===== src/rtl/alu_result_stage.sv =====
// Purpose: registered result stage after the 64-bit ALU; 2-entry skid buffer plus architectural PSW register.
// Latency: one cycle from accept to out_*; full throughput with out_ready held high.
// Backpressure: in_ready = !skid_valid (registered), so out_ready has no combinational path to in_ready.
// Optional feature: define ALU_RESULT_PERF_EN to add the perf_accepts / perf_stalls counters.
module alu_result_stage #(
    parameter int DATA_W = 64,
    parameter int PSW_W  = 16,
    parameter int TAG_W  = 4
) (
    input  logic              clk,
    input  logic              rst,
    input  logic              flush,
    input  logic              in_valid,
    output logic              in_ready,
    input  logic [DATA_W-1:0] in_result,
    input  logic [PSW_W-1:0]  in_psw,
    input  logic              in_psw_we,
    input  logic [TAG_W-1:0]  in_tag,
    output logic              out_valid,
    input  logic              out_ready,
    output logic [DATA_W-1:0] out_result,
    output logic [PSW_W-1:0]  out_psw,
    output logic [TAG_W-1:0]  out_tag,
`ifdef ALU_RESULT_PERF_EN
    output logic [31:0]       perf_accepts,
    output logic [31:0]       perf_stalls,
`endif
    output logic [PSW_W-1:0]  psw_q
);

    // Encoding mirrors {out_valid, skid_valid}; 2'b01 is never entered.
    typedef enum logic [1:0] {
        EMPTY = 2'b00,
        ONE   = 2'b10,
        FULL  = 2'b11
    } state_t;

    state_t state_q;
    state_t state_d;

    logic accept;
    logic drain;
    logic load_out_in;
    logic load_out_skid;
    logic load_skid;

    logic [DATA_W-1:0] skid_result;
    logic [PSW_W-1:0]  skid_psw;
    logic [TAG_W-1:0]  skid_tag;

    assign out_valid = state_q[1];
    assign in_ready  = !state_q[0];
    assign accept    = in_valid & in_ready;
    assign drain     = out_valid & out_ready;

    // Occupancy state register.
    always_ff @(posedge clk or posedge rst) begin
        if (rst) begin
            state_q <= EMPTY;
        end else begin
            state_q <= state_d;
        end
    end

    // Next occupancy and which entry loads from where; flush empties both and drops the accept.
    always_comb begin
        state_d       = state_q;
        load_out_in   = 1'b0;
        load_out_skid = 1'b0;
        load_skid     = 1'b0;
        if (flush) begin
            state_d = EMPTY;
        end else begin
            case (state_q)
                EMPTY: begin
                    if (accept) begin
                        state_d     = ONE;
                        load_out_in = 1'b1;
                    end
                end
                ONE: begin
                    if (accept && drain) begin
                        load_out_in = 1'b1;
                    end else if (accept) begin
                        state_d   = FULL;
                        load_skid = 1'b1;
                    end else if (drain) begin
                        state_d = EMPTY;
                    end
                end
                FULL: begin
                    if (drain) begin
                        state_d       = ONE;
                        load_out_skid = 1'b1;
                    end
                end
                default: begin
                    state_d = EMPTY;
                end
            endcase
        end
    end

    // OUT entry: takes the new result directly, or promotes the skid entry when draining from FULL.
    always_ff @(posedge clk or posedge rst) begin
        if (rst) begin
            out_result <= '0;
            out_psw    <= '0;
            out_tag    <= '0;
        end else if (load_out_in) begin
            out_result <= in_result;
            out_psw    <= in_psw;
            out_tag    <= in_tag;
        end else if (load_out_skid) begin
            out_result <= skid_result;
            out_psw    <= skid_psw;
            out_tag    <= skid_tag;
        end
    end

    // SKID entry: catches the one result accepted while OUT is stalled.
    always_ff @(posedge clk or posedge rst) begin
        if (rst) begin
            skid_result <= '0;
            skid_psw    <= '0;
            skid_tag    <= '0;
        end else if (load_skid) begin
            skid_result <= in_result;
            skid_psw    <= in_psw;
            skid_tag    <= in_tag;
        end
    end

    // Architectural PSW updates at acceptance time, not when the result leaves the stage.
    always_ff @(posedge clk or posedge rst) begin
        if (rst) begin
            psw_q <= '0;
        end else if (accept && in_psw_we && !flush) begin
            psw_q <= in_psw;
        end
    end

`ifdef ALU_RESULT_PERF_EN
    // Free-running event counters; wrap naturally and ignore flush.
    always_ff @(posedge clk or posedge rst) begin
        if (rst) begin
            perf_accepts <= '0;
            perf_stalls  <= '0;
        end else begin
            if (accept) begin
                perf_accepts <= perf_accepts + 32'd1;
            end
            if (in_valid && !in_ready) begin
                perf_stalls <= perf_stalls + 32'd1;
            end
        end
    end
`endif

endmodule

===== config.mk =====
export PLATFORM = sky130hd
export DESIGN_NAME = alu_result_stage
export DESIGN_NICKNAME = d
export VERILOG_FILES = /design/src/rtl/alu_result_stage.sv
export SDC_FILE = /design/constraint.sdc
export NUM_CORES = 1
export LEC_CHECK = 0
export ABC_CLOCK_PERIOD_IN_PS = 5100
export BUFFER_PORTS_ARGS = -buffer_cell sky130_fd_sc_hd__buf_2
export CORE_MARGIN = 5
export CORE_UTILIZATION = 48
export DETAILED_ROUTE_END_ITERATION = 6
export GPL_TIMING_DRIVEN = 0
export PLACE_DENSITY = 0.76
export SLEW_MARGIN = 20
export SYNTH_ARGS = -nofsm -noshare
export SYNTH_HDL_FRONTEND = slang
export SYNTH_SLANG_ARGS = --single-unit
export TNS_END_PERCENT = 100

===== constraint.sdc =====
create_clock -name clk -period 5.1 [get_ports clk]
set_input_delay 0.255 -clock clk [delete_from_list [all_inputs] [get_ports clk]]
set_output_delay 0.255 -clock clk [all_outputs]
set_load 0.005 [all_outputs]

==> flow_results.xml, run 1 <==
<?xml version="1.0" encoding="UTF-8"?>
<metrics>
  <group name="drt">
    <metric name="number_of_antenna_violating_nets_in_the_routed_design" unit="">0</metric>
    <metric name="routedWlPerCell" unit="um">16.8</metric>
    <metric name="1st_pass_router_iterations" unit="">4</metric>
    <metric name="post-route-drc-count" unit="">0</metric>
    <metric name="route.detailed.vias_per_inst" unit="">5.08</metric>
    <metric name="route.vias.total" unit="">5309</metric>
    <metric name="routed_wl" unit="um">17600</metric>
    <metric name="number_of_drc_markers_in_iteration_0" unit="">231</metric>
  </group>
  <group name="clock_network">
    <metric name="htree_num_levels" unit="">4</metric>
    <metric name="insertion_delay" unit="ns">0.41</metric>
    <metric name="total_clock_buffers_created_by_cts" unit="">17</metric>
    <metric name="cts_tree" unit="">built</metric>
    <metric name="clk_transition_reported_paths" unit="ns">0.07</metric>
    <metric name="cts_buffer_depth" unit="">2</metric>
    <metric name="cts_repair_resize_count" unit="">0</metric>
    <metric name="clockRootBuffer" unit="">sky130_fd_sc_hd__clkbuf_16</metric>
    <metric name="clk_sink_count" unit="">186</metric>
  </group>
  <group name="synth">
    <metric name="yosysWarningCount" unit="">0</metric>
    <metric name="synth_top_cells_by_count" unit="">sky130_fd_sc_hd__dfrtp_1, sky130_fd_sc_hd__mux2_2, sky130_fd_sc_hd__mux2i_1</metric>
    <metric name="dominant_combinational_cell_family_by_area_after_synthesis" unit="">multiplexers</metric>
    <metric name="syn_inst" unit="">599</metric>
    <metric name="synthesis.area" unit="mm2">0.00777</metric>
    <metric name="synthMostInstantiatedCell" unit="">sky130_fd_sc_hd__dfrtp_1</metric>
    <metric name="synth_seq_area_share" unit="%">59.9</metric>
    <metric name="synth.distinct_cells" unit="">18</metric>
    <metric name="yosys-mux-area-fraction" unit="%">25.7</metric>
    <metric name="synth_top_cell_area_share" unit="%">59.9</metric>
    <metric name="number_of_synthesized_register_bits" unit="">186</metric>
    <metric name="synth_enable_flop_cells" unit="">0</metric>
    <metric name="synth_area_leaders" unit="">sky130_fd_sc_hd__dfrtp_1, sky130_fd_sc_hd__mux2_2, sky130_fd_sc_hd__mux2i_1</metric>
    <metric name="synth_adder_area_share" unit="%">0.644</metric>
    <metric name="share_of_flip_flops_with_an_asynchronous_set_or_reset_after_synthesis" unit="%">100</metric>
    <metric name="syn_nets" unit="">693</metric>
    <metric name="post_synth_xor_area_fraction" unit="%">0</metric>
    <metric name="synth_area_per_cell" unit="um2">13.0</metric>
    <metric name="synth_area_leader_cell" unit="">sky130_fd_sc_hd__dfrtp_1</metric>
    <metric name="simple_logic_cell_fraction_of_the_synthesized_area" unit="%">4.81</metric>
    <metric name="synth_compound_gate_area_share" unit="%">5.89</metric>
    <metric name="yosys_most_used_dff" unit="">sky130_fd_sc_hd__dfrtp_1</metric>
  </group>
  <group name="place">
    <metric name="placement.cell_area" unit="mm2">0.00912</metric>
    <metric name="finalWeightedCongestion" unit="">0.732</metric>
    <metric name="count_of_buffers_from_port_buffering" unit="">191</metric>
    <metric name="place_hpwl" unit="um">12600</metric>
  </group>
  <group name="worst_setup_path">
    <metric name="worst_path_max_delay_cell" unit="">sky130_fd_sc_hd__dfrtp_1</metric>
    <metric name="startpoint_type" unit="">flop</metric>
    <metric name="worstPathArrival" unit="ns">2.49</metric>
    <metric name="worst_r2r_src" unit="">state_q[0]$_DFFE_PP0P_</metric>
    <metric name="required" unit="ns">5.39</metric>
    <metric name="cp_top_family" unit="">buffers and inverters</metric>
    <metric name="worstPathBufferInverterCount" unit="">3</metric>
    <metric name="critPathKind" unit="">flop to flop</metric>
    <metric name="worst_path_largest_cell_delay" unit="ns">0.45</metric>
    <metric name="ff2ff_setup_slack" unit="ns">2.90</metric>
    <metric name="worst-path-stages" unit="">7</metric>
    <metric name="worst-path-max-fanout" unit="">10</metric>
    <metric name="crit-reg2reg-capture" unit="">skid_result[37]$_DFFE_PP0P_</metric>
    <metric name="path_cells" unit="">inv_1 -&gt; ha_1 -&gt; and4bb_4 -&gt; nand2_1 -&gt; buf_2 -&gt; buf_4 -&gt; mux2_2</metric>
    <metric name="critPathCaptureType" unit="">flop</metric>
    <metric name="reg2regPathDepth" unit="">7</metric>
  </group>
  <group name="floorplan">
    <metric name="dieHeight" unit="um">137</metric>
    <metric name="std_cell_rows" unit="">46</metric>
    <metric name="initial_utilization" unit="%">48.9</metric>
    <metric name="die_ar" unit="mm2">0.0188</metric>
    <metric name="core" unit="mm2">0.0159</metric>
    <metric name="top_level_ports" unit="">192</metric>
    <metric name="die_w" unit="um">137</metric>
  </group>
  <group name="worst_hold_path">
    <metric name="min-delay-path-class" unit="">input pin to flop</metric>
    <metric name="holdPathEnd" unit="">skid_result[24]$_DFFE_PP0P_</metric>
    <metric name="hold_path_startpoint" unit="">in_result[24]</metric>
    <metric name="min_delay_path_depth" unit="">2</metric>
  </group>
  <group name="sta">
    <metric name="fin_tns_setup" unit="ns">0</metric>
    <metric name="timing.final.crit_period" unit="ns">2.20</metric>
    <metric name="post-route-period-util" unit="%">43.2</metric>
    <metric name="grt_setup_unrepaired" unit="">no</metric>
    <metric name="number_of_setup_violations_in_the_final_report" unit="">0</metric>
    <metric name="tightest_slew" unit="ns">0.408</metric>
    <metric name="maxSlewHeadroom" unit="%">72.8</metric>
    <metric name="final-hold-violation-count" unit="">0</metric>
    <metric name="maxClockFrequency" unit="MHz">454</metric>
    <metric name="drv_slew" unit="">0</metric>
    <metric name="worst_clock_skew" unit="ns">0.00842</metric>
  </group>
  <group name="pwr">
    <metric name="p_sw" unit="mW">1.62</metric>
    <metric name="switching_share" unit="%">29.3</metric>
    <metric name="seq_power_share" unit="%">46.1</metric>
    <metric name="power.combinational.fraction" unit="%">29.0</metric>
    <metric name="cellInternalPower" unit="mW">3.90</metric>
    <metric name="leakagePower" unit="nW">5.04</metric>
    <metric name="power_density" unit="mW/mm2">565</metric>
    <metric name="power.share.clock" unit="%">24.9</metric>
    <metric name="ir_worst_vdd" unit="uV">307</metric>
  </group>
  <group name="grt">
    <metric name="grt_antenna_before_repair" unit="">0</metric>
    <metric name="globalRoute.totalOverflow" unit="">0</metric>
    <metric name="track_usage" unit="%">18.9</metric>
    <metric name="grt_pass1_vias" unit="">5419</metric>
    <metric name="largest_net_degree_at_the_start_of_global_routing" unit="">35</metric>
    <metric name="grt_first_pass_wirelength" unit="um">27800</metric>
  </group>
  <group name="cells_and_area">
    <metric name="area_growth_syn_to_fin" unit="%">25.5</metric>
    <metric name="final.fill_count" unit="">1328</metric>
    <metric name="finalNetCount" unit="">910</metric>
    <metric name="fin_area" unit="mm2">0.00976</metric>
    <metric name="layout-drive-gt1-share" unit="%">44.6</metric>
  </group>
  <group name="job">
    <metric name="drv.max_cap_violation_count" unit="">0</metric>
  </group>
  <group name="outcome">
    <metric name="status" unit="">finished, final reports clean</metric>
  </group>
</metrics>
[flip-flops by register name, summed over array words and instances, names as in the netlist]
| name | count |
|---|---|
| skid_tag | 4 |
| skid_result | 64 |
| out_result | 64 |
| out_psw | 16 |
| psw_q | 16 |
| state_q | 2 |
| out_tag | 4 |
| skid_psw | 16 |
[power by group through the flow]
stage	sequential [mW]	combinational [mW]	clock, mW
after detailed placement	2.57	1.63	0
final	2.54	1.60	1.37
after global routing	2.63	1.79	1.47
after CTS	2.54	1.63	1.41
after floorplan	2.53	0.949	0
after global placement	2.54	1.56	0
[stage by stage]
stage / power (mW) / util, % / hold WS, ns / std cells / worst slack, ns
2_1_floorplan: 3.48 / - / 0.405 / 599 / 2.45
3_3_place_gp: 4.10 / 56.7 / 0.485 / 1006 / 1.26
3_5_place_dp: 4.20 / 57.4 / 0.211 / 1012 / 2.86
4_1_cts: 5.58 / 61.4 / 0.0717 / 1044 / 2.85
5_1_grt: 5.89 / 61.4 / 0.0708 / 1044 / 2.72
6_report: 5.52 / 61.4 / 0.0884 / 1045 / 2.90
[per-layer routing]
layer	vias to the layer above	part of all wire [%]	global-route usage, %	wire [um]
met4	0	0.84	4.77	148
met5	-	0	0	0
met1	2617	43	25.0	7630
li1	2519	-	-	-
met3	12	6.8	5.26	1200
met2	161	49	31.1	8590
[how the worst max path moves through the flow]
stage	endpoint	slack (ns)	start
after floorplan	out_psw[0]$_DFFE_PP0P_	2.45	rst
after global placement	out_result[8]$_DFFE_PP0P_	1.26	rst
after detailed placement	out_result[49]$_DFFE_PP0P_	2.86	state_q[0]$_DFFE_PP0P_
after CTS	out_result[49]$_DFFE_PP0P_	2.85	state_q[0]$_DFFE_PP0P_
after global routing	out_psw[0]$_DFFE_PP0P_	2.72	state_q[0]$_DFFE_PP0P_
final	skid_result[37]$_DFFE_PP0P_	2.90	state_q[0]$_DFFE_PP0P_
[cell type report]
cell class | count | area (um2) | share of cell area (%)
Timing Repair Buffer | 198 | 1090 | 11.1
Tap cell | 216 | 270 | 2.77
Clock buffer | 22 | 484 | 4.96
Buffer | 38 | 225 | 2.31
Antenna cell | 1 | 2.50 | 0.0257
Sequential cell | 186 | 4650 | 47.7
Clock inverter | 9 | 138 | 1.41
Multi-Input combinational cell | 372 | 2880 | 29.5
Inverter | 3 | 15.0 | 0.154
[logic make-up (layout without fill, tap and decap cells)]
logic type | count (synthesis) | in the layout
mux | 187 | 187
flops | 186 | 186
simple gates | 93 | 93
compound gates | 88 | 88
buf+inv | 41 | 270
fa+ha+maj | 4 | 4
other cells | 0 | 1
[repair_timing]
item	CTS	global route
setup buffers	0	0
hold buffers	1	0
endpoints found under the hold margin	7	0
[cell usage in the layout, fill, tap and decap left out, types with 4 or more instances in the layout]
master,instances
sky130_fd_sc_hd__a21oi_1,85
sky130_fd_sc_hd__buf_12,6
sky130_fd_sc_hd__buf_2,215
sky130_fd_sc_hd__buf_4,14
sky130_fd_sc_hd__clkbuf_16,17
sky130_fd_sc_hd__clkbuf_8,4
sky130_fd_sc_hd__dfrtp_1,186
sky130_fd_sc_hd__ha_1,4
sky130_fd_sc_hd__mux2_2,101
sky130_fd_sc_hd__mux2i_1,86
sky130_fd_sc_hd__nor2_1,84
Note: power is estimated with default switching activity, not from simulation.
==> inputs of run 2 (changes only) <==
- ABC_CLOCK_PERIOD_IN_PS: 5100 -> 2300
- CORE_UTILIZATION: 48 -> 49
- PLACE_DENSITY: 0.76 -> 0.74
- clock period: 5.1 -> 2.3 ns (I/O delays scaled with it)
==> flow_results.xml, run 2 (synthesis results as in run 1) <==
<?xml version="1.0" encoding="UTF-8"?>
<metrics>
  <group name="worst_setup_path">
    <metric name="worst_path_largest_cell_delay" unit="ns">0.47</metric>
    <metric name="critical_path.most_common_cell" unit="">sky130_fd_sc_hd__buf_2</metric>
    <metric name="worstPathArrival" unit="ns">2.47</metric>
    <metric name="required" unit="ns">2.59</metric>
    <metric name="path_cells" unit="">ha_1 -&gt; nor2b_1 -&gt; nand3_1 -&gt; buf_2 -&gt; buf_2 -&gt; mux2i_1 -&gt; a21oi_1</metric>
    <metric name="worst-path-max-fanout" unit="">10</metric>
    <metric name="startpoint_type" unit="">flop</metric>
    <metric name="worst_path_max_delay_cell" unit="">sky130_fd_sc_hd__dfrtp_1</metric>
    <metric name="critPathCaptureType" unit="">flop</metric>
    <metric name="critPathKind" unit="">flop to flop</metric>
  </group>
  <group name="sta">
    <metric name="number_of_setup_violations_in_the_final_report" unit="">0</metric>
    <metric name="post-route-period-util" unit="%">94.7</metric>
    <metric name="timing.final.crit_period" unit="ns">2.18</metric>
    <metric name="grt_setup_unrepaired" unit="">no</metric>
    <metric name="final_critical_path_setup_slack" unit="ns">0.122</metric>
    <metric name="final-hold-violation-count" unit="">0</metric>
    <metric name="maxClockFrequency" unit="MHz">459</metric>
    <metric name="worst_clock_skew" unit="ns">0.0134</metric>
    <metric name="drv_slew" unit="">0</metric>
    <metric name="maxSlewHeadroom" unit="%">57.1</metric>
    <metric name="tightest_slew" unit="ns">0.643</metric>
  </group>
  <group name="drt">
    <metric name="number_of_drc_markers_in_iteration_0" unit="">216</metric>
    <metric name="met3_length" unit="um">1190</metric>
    <metric name="routed_wl" unit="um">19600</metric>
    <metric name="dr_wl_met2" unit="um">10000</metric>
    <metric name="number_of_antenna_violating_nets_in_the_routed_design" unit="">0</metric>
    <metric name="1st_pass_router_iterations" unit="">4</metric>
    <metric name="highest_layer" unit="">met4</metric>
    <metric name="routedWlPerCell" unit="um">17.4</metric>
    <metric name="post-route-drc-count" unit="">0</metric>
    <metric name="route.vias.total" unit="">5790</metric>
    <metric name="route.detailed.vias_per_inst" unit="">5.14</metric>
    <metric name="wl_met1" unit="um">8040</metric>
  </group>
  <group name="cells_and_area">
    <metric name="biggestRegsByFlops" unit="">out_result (64), skid_result (64)</metric>
    <metric name="layout-drive-gt1-share" unit="%">40.2</metric>
    <metric name="area_growth_syn_to_fin" unit="%">35.9</metric>
    <metric name="layout_commonest_cell" unit="">sky130_fd_sc_hd__buf_2</metric>
    <metric name="fin_area" unit="mm2">0.0106</metric>
    <metric name="final.fill_count" unit="">1140</metric>
    <metric name="layout_common_cells" unit="">sky130_fd_sc_hd__buf_2, sky130_fd_sc_hd__dfrtp_1, sky130_fd_sc_hd__mux2_2</metric>
    <metric name="finalNetCount" unit="">993</metric>
    <metric name="fin_cells" unit="">1127</metric>
    <metric name="diodes" unit="">0</metric>
  </group>
  <group name="grt">
    <metric name="globalRoute.totalOverflow" unit="">0</metric>
    <metric name="grt_antenna_before_repair" unit="">0</metric>
    <metric name="grt_pass1_vias" unit="">6274</metric>
    <metric name="largest_net_degree_at_the_start_of_global_routing" unit="">38</metric>
    <metric name="track_usage" unit="%">21.7</metric>
    <metric name="grt_first_pass_wirelength" unit="um">31600</metric>
  </group>
  <group name="clock_network">
    <metric name="total_clock_buffers_created_by_cts" unit="">17</metric>
    <metric name="cts_buffer_depth" unit="">2</metric>
    <metric name="cts_tree" unit="">built</metric>
    <metric name="clockRootBuffer" unit="">sky130_fd_sc_hd__clkbuf_16</metric>
    <metric name="clk_transition_reported_paths" unit="ns">0.06</metric>
    <metric name="cts.repair_timing.setup_buffer_count" unit="">0</metric>
    <metric name="htree_num_levels" unit="">4</metric>
    <metric name="clk_sink_count" unit="">186</metric>
    <metric name="insertion_delay" unit="ns">0.42</metric>
  </group>
  <group name="place">
    <metric name="dpl.cell_count" unit="">1011</metric>
    <metric name="placement_setup_slack" unit="ns">0.00859</metric>
    <metric name="count_of_buffers_from_port_buffering" unit="">191</metric>
    <metric name="placement.cell_area" unit="mm2">0.00910</metric>
    <metric name="place_hpwl" unit="um">13500</metric>
    <metric name="finalWeightedCongestion" unit="">0.779</metric>
  </group>
  <group name="pwr">
    <metric name="leakagePower" unit="nW">5.36</metric>
    <metric name="ir_worst_vdd" unit="uV">629</metric>
    <metric name="power_density" unit="mW/mm2">1170</metric>
    <metric name="post-layout-total-power" unit="mW">12.4</metric>
  </group>
  <group name="worst_hold_path">
    <metric name="min-delay-path-class" unit="">input pin to flop</metric>
  </group>
  <group name="floorplan">
    <metric name="top_level_ports" unit="">192</metric>
    <metric name="core" unit="mm2">0.0157</metric>
    <metric name="std_cell_rows" unit="">46</metric>
    <metric name="die_w" unit="um">136</metric>
    <metric name="initial_utilization" unit="%">49.5</metric>
    <metric name="dieHeight" unit="um">136</metric>
    <metric name="die_ar" unit="mm2">0.0185</metric>
  </group>
  <group name="outcome">
    <metric name="status" unit="">finished, final reports clean</metric>
  </group>
  <group name="job">
    <metric name="drv.max_cap_violation_count" unit="">0</metric>
  </group>
</metrics>
-- run 2: cell count changes in the layout (fill, tap and decap cells not counted), moves of 2 or more --
| cell | previous run | this run |
|---|---|---|
| sky130_fd_sc_hd__clkbuf_1 | 1 | 3 |
| sky130_fd_sc_hd__dlygate4sd3_1 | 1 | 85 |
| sky130_fd_sc_hd__buf_2 | 215 | 211 |
| sky130_fd_sc_hd__clkinv_4 | 3 | 0 |
| sky130_fd_sc_hd__clkbuf_4 | 0 | 4 |
| sky130_fd_sc_hd__inv_6 | 1 | 3 |
| sky130_fd_sc_hd__clkinvlp_4 | 2 | 4 |
-- run 2: through the flow --
stage | TNS, ns | hold WS, ns | util, %
6_report | 0 | 0.0443 | 67.2
5_1_grt | 0 | 0.0397 | 67.2
4_1_cts | 0 | 0.0226 | 67.1
3_5_place_dp | 0 | 0.230 | 57.9
3_3_place_gp | -202.94 | 0.363 | 57.3
2_1_floorplan | -38.60 | 0.265 | -
-- run 2: critical path, delay by kind of cell, from the launching register on --
kind,cells,cell delay (ns)
buffers and inverters,2,0.69
DFF,1,0.47
and+or+nand+nor,2,0.30
muxes,1,0.25
adders and majority gates,1,0.24
AOI/OAI and AO/OA,1,0.10
-- run 2: layout make-up --
type / count / area (um2) / area share, %
plain buffers: 38 / 239 / 2.26
flip-flops and latches: 186 / 4650 / 44.1
multi-input cells: 372 / 2890 / 27.4
repair buffers: 281 / 1910 / 18.1
clock inverters: 8 / 109 / 1.03
well taps: 216 / 270 / 2.56
inverters: 3 / 15.0 / 0.142
clock buffers: 23 / 478 / 4.52
-- run 2: timing repair --
item	in CTS	in global routing
hold buffers	85	0
pin swaps	0	1
endpoints found under the setup margin	6	124
resized for setup	1	5
endpoints found under the hold margin	207	0
-- run 2: path summary, 6_finish.rpt --
kind / startpoint / slack [ns] / to / cells after the start
worst min register to register: psw_q[9]$_DFFE_PP0P_ / 0.50 / psw_q[9]$_DFFE_PP0P_ / 1
worst max-delay path: state_q[1]$_DFFE_PP0P_ / 0.12 / out_result[14]$_DFFE_PP0P_ / 7
worst max register to register: state_q[1]$_DFFE_PP0P_ / 0.12 / out_result[14]$_DFFE_PP0P_ / 7
worst min-delay path: flush / 0.04 / state_q[1]$_DFFE_PP0P_ / 3
min in group asynchronous: rst / 0.33 / out_tag[1]$_DFFE_PP0P_ / 3
max in group asynchronous: rst / 0.94 / out_result[20]$_DFFE_PP0P_ / 6
-- run 2: layer usage --
metal / vias up / global-route usage, %
li1: 2697 / -
met1: 2890 / 26.3
met2: 173 / 37.5
met3: 30 / 5.74
met4: 0 / 7.45
met5: - / 0
-- run 2: report_power, final --
part           internal, mW  total, mW  switching, mW
registers              4.83       5.69          0.855
clock network          1.70       2.91           1.21
logic                  2.09       3.77           1.69
total                  8.62       12.4           3.76
==> inputs of run 3 (changes only) <==
- CELL_PAD_IN_SITES_DETAIL_PLACEMENT: unset -> 1
- CELL_PAD_IN_SITES_GLOBAL_PLACEMENT: unset -> 2
- CORE_UTILIZATION: 49 -> 35
- PLACE_DENSITY: 0.74 -> unset
- PLACE_DENSITY_LB_ADDON: unset -> 0.1
==> flow_results.xml, run 3 (synthesis results as in run 1) <==
<?xml version="1.0" encoding="UTF-8"?>
<metrics>
  <group name="cells_and_area">
    <metric name="layout-drive-gt1-share" unit="%">40.6</metric>
    <metric name="fin_area" unit="mm2">0.0106</metric>
    <metric name="layout_commonest_cell" unit="">sky130_fd_sc_hd__buf_2</metric>
    <metric name="final.fill_count" unit="">2348</metric>
    <metric name="finalNetCount" unit="">993</metric>
    <metric name="biggestRegsByFlops" unit="">out_result (64), skid_result (64)</metric>
    <metric name="area_growth_syn_to_fin" unit="%">36.9</metric>
    <metric name="layout_common_cells" unit="">sky130_fd_sc_hd__buf_2, sky130_fd_sc_hd__dfrtp_1, sky130_fd_sc_hd__mux2_2</metric>
    <metric name="seq_area" unit="mm2">0.00465</metric>
    <metric name="multi_input_comb_area" unit="mm2">0.00289</metric>
  </group>
  <group name="sta">
    <metric name="final-hold-violation-count" unit="">0</metric>
    <metric name="number_of_setup_violations_in_the_final_report" unit="">0</metric>
    <metric name="final_critical_path_setup_slack" unit="ns">0.144</metric>
    <metric name="worst_clock_skew" unit="ns">0.00585</metric>
    <metric name="drv_slew" unit="">0</metric>
    <metric name="maxClockFrequency" unit="MHz">464</metric>
    <metric name="fin_tns_setup" unit="ns">0</metric>
    <metric name="tightest_slew" unit="ns">0.775</metric>
    <metric name="post-route-period-util" unit="%">93.7</metric>
    <metric name="maxSlewHeadroom" unit="%">48.2</metric>
    <metric name="grt_setup_unrepaired" unit="">yes</metric>
    <metric name="timing.final.crit_period" unit="ns">2.16</metric>
  </group>
  <group name="grt">
    <metric name="largest_net_degree_at_the_start_of_global_routing" unit="">35</metric>
    <metric name="grt_pass1_vias" unit="">6629</metric>
    <metric name="track_usage" unit="%">17.6</metric>
    <metric name="grt_first_pass_wirelength" unit="um">36100</metric>
    <metric name="globalRoute.totalOverflow" unit="">0</metric>
    <metric name="grt_antenna_before_repair" unit="">1</metric>
  </group>
  <group name="floorplan">
    <metric name="die_w" unit="um">159</metric>
    <metric name="die_ar" unit="mm2">0.0253</metric>
    <metric name="initial_utilization" unit="%">35.6</metric>
    <metric name="top_level_ports" unit="">192</metric>
    <metric name="std_cell_rows" unit="">54</metric>
    <metric name="core" unit="mm2">0.0218</metric>
    <metric name="dieHeight" unit="um">159</metric>
  </group>
  <group name="pwr">
    <metric name="seq_power_share" unit="%">45.6</metric>
    <metric name="power_density" unit="mW/mm2">1160</metric>
    <metric name="power.combinational.fraction" unit="%">30.8</metric>
    <metric name="power.share.clock" unit="%">23.6</metric>
    <metric name="p_sw" unit="mW">3.93</metric>
    <metric name="cellInternalPower" unit="mW">8.45</metric>
    <metric name="ir_worst_vdd" unit="uV">530</metric>
    <metric name="leakagePower" unit="nW">5.36</metric>
    <metric name="switching_share" unit="%">31.7</metric>
  </group>
  <group name="drt">
    <metric name="number_of_drc_markers_in_iteration_0" unit="">157</metric>
    <metric name="route.detailed.vias_per_inst" unit="">4.83</metric>
    <metric name="highest_layer" unit="">met4</metric>
    <metric name="dr_wl_met2" unit="um">11100</metric>
    <metric name="post-route-drc-count" unit="">0</metric>
    <metric name="routed_wl" unit="um">22000</metric>
    <metric name="wl_met1" unit="um">9340</metric>
    <metric name="route.vias.total" unit="">5766</metric>
    <metric name="routedWlPerCell" unit="um">18.5</metric>
    <metric name="met3_length" unit="um">1240</metric>
    <metric name="number_of_antenna_violating_nets_in_the_routed_design" unit="">0</metric>
    <metric name="1st_pass_router_iterations" unit="">4</metric>
  </group>
  <group name="clock_network">
    <metric name="clk_sink_count" unit="">186</metric>
    <metric name="insertion_delay" unit="ns">0.43</metric>
    <metric name="total_clock_buffers_created_by_cts" unit="">17</metric>
    <metric name="clk_transition_reported_paths" unit="ns">0.07</metric>
    <metric name="cts_tree" unit="">built</metric>
    <metric name="cts.repair_timing.setup_buffer_count" unit="">0</metric>
    <metric name="clockRootBuffer" unit="">sky130_fd_sc_hd__clkbuf_16</metric>
    <metric name="cts_buffer_depth" unit="">2</metric>
    <metric name="htree_num_levels" unit="">4</metric>
  </group>
  <group name="worst_setup_path">
    <metric name="worst-path-max-fanout" unit="">10</metric>
    <metric name="required" unit="ns">2.61</metric>
    <metric name="critPathCaptureType" unit="">flop</metric>
    <metric name="startpoint_type" unit="">flop</metric>
    <metric name="reg2regPathDepth" unit="">7</metric>
    <metric name="critPathKind" unit="">flop to flop</metric>
    <metric name="ff2ff_setup_slack" unit="ns">0.14</metric>
    <metric name="worstPathArrival" unit="ns">2.46</metric>
  </group>
  <group name="place">
    <metric name="count_of_buffers_from_port_buffering" unit="">191</metric>
    <metric name="placement.cell_area" unit="mm2">0.00918</metric>
    <metric name="place_hpwl" unit="um">15600</metric>
    <metric name="placement_setup_slack" unit="ns">0.00280</metric>
    <metric name="finalWeightedCongestion" unit="">0.735</metric>
  </group>
  <group name="outcome">
    <metric name="status" unit="">finished, final reports clean</metric>
  </group>
  <group name="worst_hold_path">
    <metric name="min_delay_path_depth" unit="">3</metric>
    <metric name="min-delay-path-class" unit="">input pin to flop</metric>
  </group>
  <group name="job">
    <metric name="drv.max_cap_violation_count" unit="">0</metric>
  </group>
</metrics>
-- run 3: cell count changes in the layout (fill, tap and decap cells not counted), moves of 2 or more --
cell | before | now
sky130_fd_sc_hd__clkbuf_4 | 4 | 2
sky130_fd_sc_hd__clkinv_4 | 0 | 3
sky130_fd_sc_hd__inv_8 | 0 | 2
sky130_fd_sc_hd__clkinv_2 | 0 | 2
sky130_fd_sc_hd__clkbuf_1 | 3 | 0
sky130_fd_sc_hd__inv_6 | 3 | 5
sky130_fd_sc_hd__clkbuf_8 | 3 | 0
sky130_fd_sc_hd__clkinvlp_4 | 4 | 2
sky130_fd_sc_hd__buf_2 | 211 | 213
-- run 3: per-stage QoR --
stage	util (%)	hold slack, ns	instances	total power [mW]
4_1_cts	48.7	0.00854	1192	12.6
3_5_place_dp	42.1	0.287	1075	9.49
3_3_place_gp	41.6	0.363	1070	9.15
2_1_floorplan	-	0.265	599	7.72
6_report	48.7	0.0194	1193	12.4
5_1_grt	48.7	0.0309	1193	13.3
-- run 3: path summary, 6_finish.rpt --
check / from / end
worst max register to register: state_q[1]$_DFFE_PP0P_ / out_result[8]$_DFFE_PP0P_
max in group asynchronous: rst / psw_q[7]$_DFFE_PP0P_
worst max-delay path: state_q[1]$_DFFE_PP0P_ / out_result[8]$_DFFE_PP0P_
worst min register to register: skid_result[15]$_DFFE_PP0P_ / skid_result[15]$_DFFE_PP0P_
min in group asynchronous: rst / out_result[14]$_DFFE_PP0P_
worst min-delay path: flush / state_q[1]$_DFFE_PP0P_
-- run 3: timing repair --
action                                 CTS  global route
setup endpoints to repair                1            71
gates resized for setup                  1             3
hold buffers                            85             0
endpoints found under the hold margin  213             0
-- run 3: area by class of cell --
class | instances | share of cell area, %
multi-input combinational | 372 | 27.2
buffer | 38 | 2.20
inverter | 3 | 0.141
clock inverter | 15 | 1.47
timing repair buffer | 281 | 17.9
tap | 280 | 3.29
clock buffer | 17 | 4.00
antenna | 1 | 0.0235
sequential | 186 | 43.8
-- run 3: routing by layer --
metal	global-route usage (%)	vias to the layer above
met1	21.5	2913
met3	5.15	24
met5	0	-
li1	-	2685
met2	30.3	144
met4	5.12	0
-- run 3: power by group through the flow --
stage	logic, mW	clock network (mW)	registers, mW
after detailed placement	3.77	0	5.72
after floorplan	2.10	0	5.61
final	3.81	2.91	5.65
after global placement	3.56	0	5.59
after global routing	4.26	3.16	5.84
after CTS	3.90	3.01	5.66
-- run 3: worst max-delay path, cell delays in order, from the launching register on --
cell and delay [ns]:
sky130_fd_sc_hd__dfrtp_1 0.47, sky130_fd_sc_hd__ha_1 0.23, sky130_fd_sc_hd__nor2b_1 0.14, sky130_fd_sc_hd__nand3_1 0.12
sky130_fd_sc_hd__buf_2 0.33, sky130_fd_sc_hd__buf_2 0.39, sky130_fd_sc_hd__mux2i_1 0.25, sky130_fd_sc_hd__a21oi_1 0.08
